--- src/rtl/ising_run_ctrl_if.sv ---
// ============================================================================
//  Module      : ising_run_ctrl_if
//  Description : Host-side control, status and read-back bundle of the
//                oscillator-array multi-run controller.
//  Revision    : 1.0 - initial release
// ============================================================================
`default_nettype none

interface ising_run_ctrl_if;
    logic        start;
    logic        abort;
    logic [31:0] num_runs;
    logic [31:0] counter_max;
    logic        busy;
    logic        done;
    logic [31:0] rd_addr;
    logic [31:0] rdata;

    // Host side: issues commands and addresses, observes status and data
    modport master (
        output start, abort, num_runs, counter_max, rd_addr,
        input  busy, done, rdata
    );

    // Controller side
    modport slave (
        input  start, abort, num_runs, counter_max, rd_addr,
        output busy, done, rdata
    );
endinterface

`default_nettype wire

--- src/rtl/ising_run_ctrl.sv ---
// ============================================================================
//  Module      : ising_run_ctrl
//  Description : Multi-run controller for the oscillator array. Holds the
//                array in reset, lets it evolve for a programmed number of
//                cycles, snapshots the synchronised spin outputs into a
//                circular buffer and repeats for a batch of runs.
//  Option      : MAJORITY_VOTE_EN - 3-cycle sample with per-bit majority vote
//  Revision    : 1.0 - initial release
// ============================================================================
`default_nettype none

module ising_run_ctrl #(
    parameter int N          = 3,
    parameter int DEPTH      = 16,
    parameter int RST_CYCLES = 4
) (
    input  wire logic         clk,
    input  wire logic         rstn,
    ising_run_ctrl_if.slave   host,
    input  wire logic [N-1:0] outputs,
    output logic              ising_rstn
);

    localparam int          AW         = $clog2(DEPTH);
    localparam logic [31:0] c_RST_LAST = 32'(RST_CYCLES - 1);
    localparam logic [31:0] c_DEPTH    = 32'(DEPTH);
`ifdef MAJORITY_VOTE_EN
    localparam logic [31:0] c_SMP_LAST = 32'd2;
`else
    localparam logic [31:0] c_SMP_LAST = 32'd0;
`endif

    typedef enum logic [2:0] {
        S_IDLE   = 3'd0,
        S_ARST   = 3'd1,
        S_RUN    = 3'd2,
        S_SAMPLE = 3'd3,
        S_DONE   = 3'd4
    } state_t;

    state_t        r_state;
    state_t        w_next;
    logic [31:0]   r_nruns;
    logic [31:0]   r_cmax;
    logic [31:0]   r_cnt;
    logic [31:0]   r_run_cnt;
    logic [31:0]   w_run_cnt_inc;
    logic [AW-1:0] r_wr_ptr;
    logic          r_ovf;
    logic          r_sticky;
    logic          r_busy;
    logic          r_done;
    logic          r_rstn;
    logic          w_busy;
    logic          w_done;
    logic          w_rstn;
    logic          w_accept;
    logic          w_commit;
    logic [N-1:0]  r_sync1;
    logic [N-1:0]  r_sync_q;
    logic [N-1:0]  w_snap;
    logic [N-1:0]  r_buf [DEPTH];
    logic [31:0]   w_rd;
    logic [31:0]   r_rdata;

    // start is only honoured in IDLE; abort is irrelevant there
    assign w_accept      = (r_state == S_IDLE) && host.start;
    // A snapshot is committed on the last SAMPLE cycle unless aborted
    assign w_commit      = (r_state == S_SAMPLE) && (r_cnt == c_SMP_LAST) && !host.abort;
    assign w_run_cnt_inc = (r_run_cnt == 32'hFFFF_FFFF) ? r_run_cnt : r_run_cnt + 32'd1;

    // Two-stage synchroniser for the free-running oscillator outputs
    always_ff @(posedge clk or negedge rstn) begin
        if (!rstn) begin
            r_sync1  <= '0;
            r_sync_q <= '0;
        end else begin
            r_sync1  <= outputs;
            r_sync_q <= r_sync1;
        end
    end

`ifdef MAJORITY_VOTE_EN
    logic [N-1:0] r_cap0;
    logic [N-1:0] r_cap1;

    // Hold the first two captures of the sample window for the vote
    always_ff @(posedge clk or negedge rstn) begin
        if (!rstn) begin
            r_cap0 <= '0;
            r_cap1 <= '0;
        end else if (r_state == S_SAMPLE) begin
            if (r_cnt == 32'd0) r_cap0 <= r_sync_q;
            if (r_cnt == 32'd1) r_cap1 <= r_sync_q;
        end
    end

    assign w_snap = (r_cap0 & r_cap1) | (r_cap0 & r_sync_q) | (r_cap1 & r_sync_q);
`else
    assign w_snap = r_sync_q;
`endif

    // FSM state register
    always_ff @(posedge clk or negedge rstn) begin
        if (!rstn) r_state <= S_IDLE;
        else       r_state <= w_next;
    end

    // Next state and the state-aligned output levels for the next cycle
    always_comb begin
        w_next = r_state;
        if (host.abort && (r_state != S_IDLE)) begin
            w_next = S_IDLE;
        end else begin
            case (r_state)
                S_IDLE:   if (host.start) w_next = (host.num_runs == 32'd0) ? S_DONE : S_ARST;
                S_ARST:   if (r_cnt == c_RST_LAST) w_next = S_RUN;
                S_RUN:    if (r_cnt == r_cmax - 32'd1) w_next = S_SAMPLE;
                S_SAMPLE: if (r_cnt == c_SMP_LAST) w_next = (w_run_cnt_inc == r_nruns) ? S_DONE : S_ARST;
                S_DONE:   w_next = S_IDLE;
                default:  w_next = S_IDLE;
            endcase
        end
        w_rstn = (w_next == S_RUN) || (w_next == S_SAMPLE);
        w_busy = (w_next == S_ARST) || (w_next == S_RUN) || (w_next == S_SAMPLE);
        w_done = (w_next == S_DONE);
    end

    // Registered outputs plus the per-state cycle counter (restarts on entry)
    always_ff @(posedge clk or negedge rstn) begin
        if (!rstn) begin
            r_rstn <= 1'b0;
            r_busy <= 1'b0;
            r_done <= 1'b0;
            r_cnt  <= '0;
        end else begin
            r_rstn <= w_rstn;
            r_busy <= w_busy;
            r_done <= w_done;
            if ((w_next != r_state) || (r_state == S_IDLE)) r_cnt <= '0;
            else                                             r_cnt <= r_cnt + 32'd1;
        end
    end

    // Batch bookkeeping: parameter latch, write pointer, run count, flags
    always_ff @(posedge clk or negedge rstn) begin
        if (!rstn) begin
            r_nruns   <= '0;
            r_cmax    <= '0;
            r_run_cnt <= '0;
            r_wr_ptr  <= '0;
            r_ovf     <= 1'b0;
            r_sticky  <= 1'b0;
        end else begin
            if (w_accept) begin
                r_nruns   <= host.num_runs;
                r_cmax    <= (host.counter_max == 32'd0) ? 32'd1 : host.counter_max;
                r_run_cnt <= '0;
                r_wr_ptr  <= '0;
                r_ovf     <= 1'b0;
                r_sticky  <= 1'b0;
            end
            if (w_commit) begin
                r_wr_ptr  <= r_wr_ptr + AW'(1);
                r_run_cnt <= w_run_cnt_inc;
                if (w_run_cnt_inc > c_DEPTH) r_ovf <= 1'b1;
            end
            if (w_done) r_sticky <= 1'b1;
        end
    end

    // Snapshot storage; contents are not reset
    always_ff @(posedge clk) begin
        if (w_commit) r_buf[r_wr_ptr] <= w_snap;
    end

    // Read decode: status word, zero-extended snapshot, or zero
    always_comb begin
        w_rd = '0;
        if (host.rd_addr == 32'd0) begin
            w_rd = {r_busy, r_sticky, r_ovf, 13'b0, r_run_cnt[15:0]};
        end else if (host.rd_addr <= c_DEPTH) begin
            w_rd[N-1:0] = r_buf[AW'(host.rd_addr - 32'd1)];
        end
    end

    // One-cycle registered read data
    always_ff @(posedge clk or negedge rstn) begin
        if (!rstn) r_rdata <= '0;
        else       r_rdata <= w_rd;
    end

    assign ising_rstn = r_rstn;
    assign host.busy  = r_busy;
    assign host.done  = r_done;
    assign host.rdata = r_rdata;

endmodule

`default_nettype wire

--- src/flat_wrapper.sv ---
// flat-port wrapper written by rule: the top's interface ports become plain ports
module ising_run_ctrl_flat 
#(
    parameter int N          = 3,
    parameter int DEPTH      = 16,
    parameter int RST_CYCLES = 4
)
  (clk, rstn, outputs, ising_rstn, host_start, host_abort, host_num_runs, host_counter_max, host_rd_addr, host_busy, host_done, host_rdata);
  ising_run_ctrl_if host_i ();
  input  wire logic clk;
  input  wire logic rstn;
  input  wire logic [N-1:0] outputs;
  output logic ising_rstn;
  input wire logic [$bits(host_i.start)-1:0] host_start;
  input wire logic [$bits(host_i.abort)-1:0] host_abort;
  input wire logic [$bits(host_i.num_runs)-1:0] host_num_runs;
  input wire logic [$bits(host_i.counter_max)-1:0] host_counter_max;
  input wire logic [$bits(host_i.rd_addr)-1:0] host_rd_addr;
  output wire logic [$bits(host_i.busy)-1:0] host_busy;
  output wire logic [$bits(host_i.done)-1:0] host_done;
  output wire logic [$bits(host_i.rdata)-1:0] host_rdata;
  assign host_i.start = host_start;
  assign host_i.abort = host_abort;
  assign host_i.num_runs = host_num_runs;
  assign host_i.counter_max = host_counter_max;
  assign host_i.rd_addr = host_rd_addr;
  assign host_busy = host_i.busy;
  assign host_done = host_i.done;
  assign host_rdata = host_i.rdata;
  ising_run_ctrl #(.N(N), .DEPTH(DEPTH), .RST_CYCLES(RST_CYCLES)) u_core (.clk(clk), .rstn(rstn), .host(host_i), .outputs(outputs), .ising_rstn(ising_rstn));
endmodule
--- config.mk ---
export PLATFORM = sky130hd
export DESIGN_NAME = ising_run_ctrl_flat
export DESIGN_NICKNAME = d
export VERILOG_FILES = /design/src/rtl/ising_run_ctrl_if.sv /design/src/rtl/ising_run_ctrl.sv /design/src/flat_wrapper.sv
export SDC_FILE = /design/constraint.sdc
export NUM_CORES = 1
export LEC_CHECK = 0
export ABC_CLOCK_PERIOD_IN_PS = 9500
export CAP_MARGIN = 20
export CORE_MARGIN = 5
export CORE_UTILIZATION = 30
export CTS_CLUSTER_DIAMETER = 120
export DETAILED_ROUTE_END_ITERATION = 7
export DONT_BUFFER_PORTS = 1
export HOLD_SLACK_MARGIN = 0.08
export PLACE_DENSITY = 0.47
export SYNTH_ARGS = -nofsm -noshare
export SYNTH_HDL_FRONTEND = slang
export SYNTH_SLANG_ARGS = --single-unit
--- constraint.sdc ---
create_clock -name clk -period 9.5 [get_ports clk]
set_input_delay 0.95 -clock clk [delete_from_list [all_inputs] [get_ports clk]]
set_output_delay 0.95 -clock clk [all_outputs]
set_load 0.05 [all_outputs]
**After elaboration in Yosys (flattened, before gate mapping)**

Memories as Yosys holds them, arrays and structs flattened.
Cells that the tools add are included.

- Add/subtract/negate cells: 5
- Mux-type cells: 25
- Eq/ne operators: 12
- $lt $le $gt $ge: 2
- Reductions and logical operators: 17

Operators with widths:

| cell | number |
|---|---|
| 32-bit two-way mux | 5 |
| 32-bit logical NOT | 4 |
| 32-bit by 1-bit adder with 32-bit output, second input constant | 2 |
| 32-bit == test | 2 |
| 32-bit by 2-bit == test with 1-bit output, second input constant | 1 |
| 32-bit == test, second input constant | 1 |
| 32-bit by 5-bit > comparator with 1-bit output, second input constant | 1 |
| 32-bit by 5-bit <= comparator with 1-bit output, second input constant | 1 |
| 32-bit by 1-bit subtractor with 32-bit output, second input constant | 1 |
| 29-bit two-way mux | 1 |
| 3-bit two-way mux | 9 |
| 3-bit by 2-bit == test with 1-bit output, second input constant | 4 |
| 3-bit case mux with 4 select lines | 1 |
| 4-bit two-way mux | 2 |
| 1-bit two-way mux | 7 |
| 3-bit by 1-bit == test with 1-bit output, second input constant | 2 |
| 4-bit by 1-bit adder with 4-bit output, second input constant | 1 |
| 1-bit logical AND | 4 |
| 1-bit logical OR | 4 |
| 2-bit nonzero test | 2 |
| 4-bit by 1-bit subtractor with 4-bit output, second input constant | 1 |
| 3-bit == test, second input constant | 1 |
| 3-bit logical NOT | 1 |
| 3-bit inequality test | 1 |
| other kinds (2) | 2 |

- Memory bits (writable): 48
- Output and inout port bits: 35
- Memories: 1
- Register bits: 178

Memories:

| name | depth | width | rd ports | clocked after Yosys merged registers in | wr ports | line | text |
|---|---|---|---|---|---|---|---|
| u_core.r_buf | 16 | 3 | 1 | 0 | 1 | ising_run_ctrl.sv:62 | `logic [N-1:0] r_buf [DEPTH];` |

**Longest topological paths before layout**

- Word-level depth: 10
- Depth in mapped cells: 13
- Depth with buffers taken out: 11

**Worst setup path before layout**

No wires, ideal clock.

- Path type: register to register
- Start point: reg u_core.r_cmax[4]
- End point: reg u_core.r_cnt[5]
- Cell stages (with the launch flop): 12
- Setup slack: 5.570 ns
- Required time: 9.381 ns
- Arrival: 3.811 ns
- Path through: dfrtp_1 or4_4 or4_1 buf_2 or4_1 or3_1 a21oi_1 nand4b_1 or4_4 a221oi_4 buf_6 nor2_1

- Cells in the longest elaborated chain, start to end: 8

RTL lines:

| what | line | text |
|---|---|---|
| start: declaration | ising_run_ctrl.sv:44 | `logic [31:0] r_cmax;` |
| start signal: assignment | ising_run_ctrl.sv:157 | `r_cmax <= (host.counter_max == 32'd0) ? 32'd1 : host.counter_max;` |
| 32-bit by 1-bit subtractor with 32-bit output | ising_run_ctrl.sv:118 | `S_RUN: if (r_cnt == r_cmax - 32'd1) w_next = S_SAMPLE;` |
| 32-bit == test | ising_run_ctrl.sv:118 |  |
| 3-bit two-way mux | ising_run_ctrl.sv:118 |  |
| 3-bit case mux with 4 select lines | ising_run_ctrl.sv:115 | `case (r_state)` |
| 3-bit two-way mux | ising_run_ctrl.sv:112 | `if (host.abort && (r_state != S_IDLE)) begin` |
| 3-bit inequality test | ising_run_ctrl.sv:140 | `if ((w_next != r_state) \|\| (r_state == S_IDLE)) r_cnt <= '0;` |
| 1-bit logical OR | ising_run_ctrl.sv:140 |  |
| 32-bit two-way mux | ising_run_ctrl.sv:140 |  |
| end signal: assignment | ising_run_ctrl.sv:141 | `else r_cnt <= r_cnt + 32'd1;` |
| end: declaration | ising_run_ctrl.sv:45 | `logic [31:0] r_cnt;` |

No other way between the ends.
A chain may end at the register's enable or synchronous reset.

**Worst setup path in the final report**

- Start point: reg u_core.r_cmax[3]
- End point: reg u_core.r_cnt[30]

Same word-level chain as after synthesis.

==> metrics <==
share of cells above drive strength 1=0.06667; TritonCTS clock tree=built; Crit. End Element=flop; Critical Path Start=u_core.r_cmax[3]; Syn Std Cell Area=12610 µm²; power density cells=233.6 nW/µm²; endpoint of the worst setup timing path=u_core.r_cnt[30]; antenna violations before repair=1; Max Fclk=208.6 MHz; clock-pin slew on the worst setup and hold paths=60 ps; weighted congestion reported at the end of routability-driven placement=0.9851; routed len/inst=22.45 µm; total negative setup slack=0 ps; total vias in the final route=10750; standard cell with the maximum stage delay on the critical path=a221oi_4; total wire length=43760 µm; largest buffer count on any clock path=3; Die ar.=46240 µm²; Syn Inst Count=1426; number of levels the H-tree was split into=1; Final #Nets=1502; data arrival at the endpoint of the critical path=5230 ps; CP startpoint kind=flop; root buffer selected by CTS=clkbuf_16; via count of the first global-routing pass=10570; slowest cell delay on critical path=700 ps; worst setup slack after layout=4706 ps; number of buffer cells added on primary ports=0; P&R area growth vs syn=11.30%; IR drop worst, VDD=0.0002099 V; drt first-iter violations=876; Worst R2R Path Depth=10; n_diodes=0; Worst Clk Skew=21.22 ps; global-route total usage across every layer=0.1839; share of the cycle needed by the critical path after routing=0.5047; sequential cell area fraction in the yosys report=0.4417; Synth top area share=0.3274; Site Rows=75; time the worst path needs with I/O delays and setup=4794 ps; number of iterations in the first detailed-routing pass=6; maximum fanout count along the critical path=17; GR Overflow Total=0; pin count of the biggest net entering global routing=118; flops & latches, synth=213; DRC violation count after routing=0; Die H=215.0 µm; clock buffer count from CTS=27; Slew Limit Fails=0; insertion delay of the later-clocked pin in the worst-skew pair=570 ps; count of fill cells added during filler insertion=4301; number of library cell types mapped by synthesis=72; number of warnings reported in the yosys synthesis log=0; total of cells resized after clock tree synthesis=0; setup repair after global routing missed its margin=false; Post-Synthesis Mean Instance Area=8.844 µm²; Leakage Power=5.580 nW; number of flops mapped to enable cells by yosys=48; internal reg-to-reg setup slack=4710 ps; result of the run=finished, final reports clean; Hold WC Path Type=in2async; pre-CTS setup slack=4673 ps; Max-Slew Margin vs Limit=0.3065; Antenna Violating Nets Remaining=0; Vias/cell=5.513; HPWL after detailed placement=32960 µm; Fin Hold WS=252.3 ps; number of hold-slack violations in the final timing report=0; transition time of the tightest slew-check pin=1032 ps; max cap viols=0; Sinks on Clock Net=213; most instantiated flip-flop cell in the synthesis netlist=dfrtp_1; worst setup path class=reg2reg; dominant cell type by area after synthesis=dfrtp_1; horizontal die dimension=215.0 µm; Final Setup Violations=0; CORE AREA=41760 µm²; reg-to-reg critical path endpoint=u_core.r_cnt[30]; FF-to-FF Start=u_core.r_cmax[3]; asr flop ratio synth=0.7746; global-route wire length before repair=66780 µm; Cell Chain, Critical Path=or4_4 -> or4_1 -> or4_1 -> or3_1 -> a21oi_1 -> nand4b_1 -> or4_4 -> a221oi_4 -> buf_4 -> nor2_1; data required time of the worst path=9940 ps; biggest area contributors in the synthesized netlist=dfrtp_1, edfxtp_1, nand2_1, xnor2_1, xor2_1; Initial Util=0.3020; number of top-level pins=138
kinds of logic after synthesis:
group           count (synthesis)  synth area share
compound gates                202            0.1038
xor+xnor                      116           0.08056
fa+ha+maj                       9          0.008930
buf+inv                       123           0.04256
flops                         213            0.4417
mux                            26           0.03264
other cells                     1         0.0002974
simple gates                  736            0.2895
layout make-up:
class | instances | area (µm²) | share of cell area
well taps | 539 | 674.4 | 0.04805
repair buffers | 19 | 187.7 | 0.01337
inverters | 27 | 101.3 | 0.007221
flip-flops and latches | 213 | 5570 | 0.3969
multi-input cells | 1102 | 6570 | 0.4681
clock inverters | 16 | 224.0 | 0.01596
clock buffers | 33 | 708.2 | 0.05045
metal layers:
metal	track usage	vias up	share of wire
li1	-	5020	-
met3	0.03574	77	0.073
met2	0.2957	421	0.46
met1	0.2576	5227	0.45
met5	0	-	0
met4	0.04459	0	0.026
cell usage after synthesis, types with 6 or more instances:
master    number
and2_1        35
nor3b_1        8
clkbuf_1      73
o21ai_0       69
xnor2_1       64
nor2b_1       11
nand2_1      264
a22o_1         6
inv_1         27
mux2i_1       13
and3_1        25
a211oi_1      10
nand4_1       44
edfxtp_1      48
or4_1         14
a31oi_1       11
nor2_1       116
a21oi_1       35
nor3_1        46
o22ai_1        9
ha_1           9
nand2b_1      12
or3_1         10
o31ai_1       15
dfrtp_1      165
nand3_1       56
mux4_2        12
xor2_1        52
buf_4         13
nor4_1        55
and4_1        12
registers in the layout (all words and copies together) (netlist names):
name and count:
u_core.r_buf 48, u_core.r_cmax 32, u_core.r_cnt 32, u_core.r_nruns 32
u_core.r_run_cnt 32, u_core.host.rdata 19, u_core.r_wr_ptr 4, u_core.r_state 3
u_core.r_sync1 3, u_core.r_sync_q 3, u_core.host.busy 1, u_core.host.done 1
u_core.ising_rstn 1, u_core.r_ovf 1, u_core.r_sticky 1
worst max-delay path: cells and delay by family, from the launching register on:
kind	cells	cell delay (ps)
and+or+nand+nor	7	2950
buffers and inverters	1	350
DFF	1	490
AOI/OAI and AO/OA	2	870
through the flow:
step	cells	power, mW	utilization	instance area, µm²
floorplan	1438	1.904	-	12660
global placement	1897	2.203	0.3120	13030
detailed placement	1897	2.201	0.3122	13040
CTS	1948	3.320	0.3358	14020
global route	1949	3.470	0.3361	14040
finish	1949	3.278	0.3361	14040
cells in the final DEF (no fill, tap or decap), types with 5 or more instances in the layout:
cell type / n
nand2_1: 264
dfrtp_1: 165
nor2_1: 116
o21ai_0: 69
xnor2_1: 64
nand3_1: 56
nor4_1: 54
xor2_1: 52
edfxtp_1: 48
nor3_1: 46
nand4_1: 44
and2_1: 35
a21oi_1: 35
inv_1: 27
clkbuf_16: 27
and3_1: 25
buf_4: 16
o31ai_1: 15
or4_1: 14
mux2i_1: 13
conb_1: 13
and4_1: 12
nand2b_1: 12
mux4_2: 12
a31oi_1: 11
nor2b_1: 11
or3_1: 10
a211oi_1: 10
o22ai_1: 9
ha_1: 9
nor3b_1: 8
a22o_1: 6
o211ai_1: 5
a31o_2: 5
a2111oi_0: 5
nand4b_1: 5
clkbuf_1: 5
how the worst min path moves through the flow:
stage                                 start                   end  slack [ps]
after floorplan           u_core.r_sync1[0]    u_core.r_sync_q[0]         330
after global placement    u_core.r_sync1[0]    u_core.r_sync_q[0]         340
after detailed placement  u_core.r_sync1[0]    u_core.r_sync_q[0]         340
after CTS                              rstn  u_core.r_run_cnt[20]         250
after global routing                   rstn    u_core.r_nruns[23]         260
final                                  rstn  u_core.r_run_cnt[20]         250
report_power, final:
part           internal, mW  switching (mW)
registers              1.08           0.257
clock network         0.648           0.429
logic                 0.334           0.534
what timing repair did:
item	CTS	global route
hold buffers	2	0
setup buffers	0	0
endpoints found under the hold margin	117	0
Power figures use the tool's default switching activity.
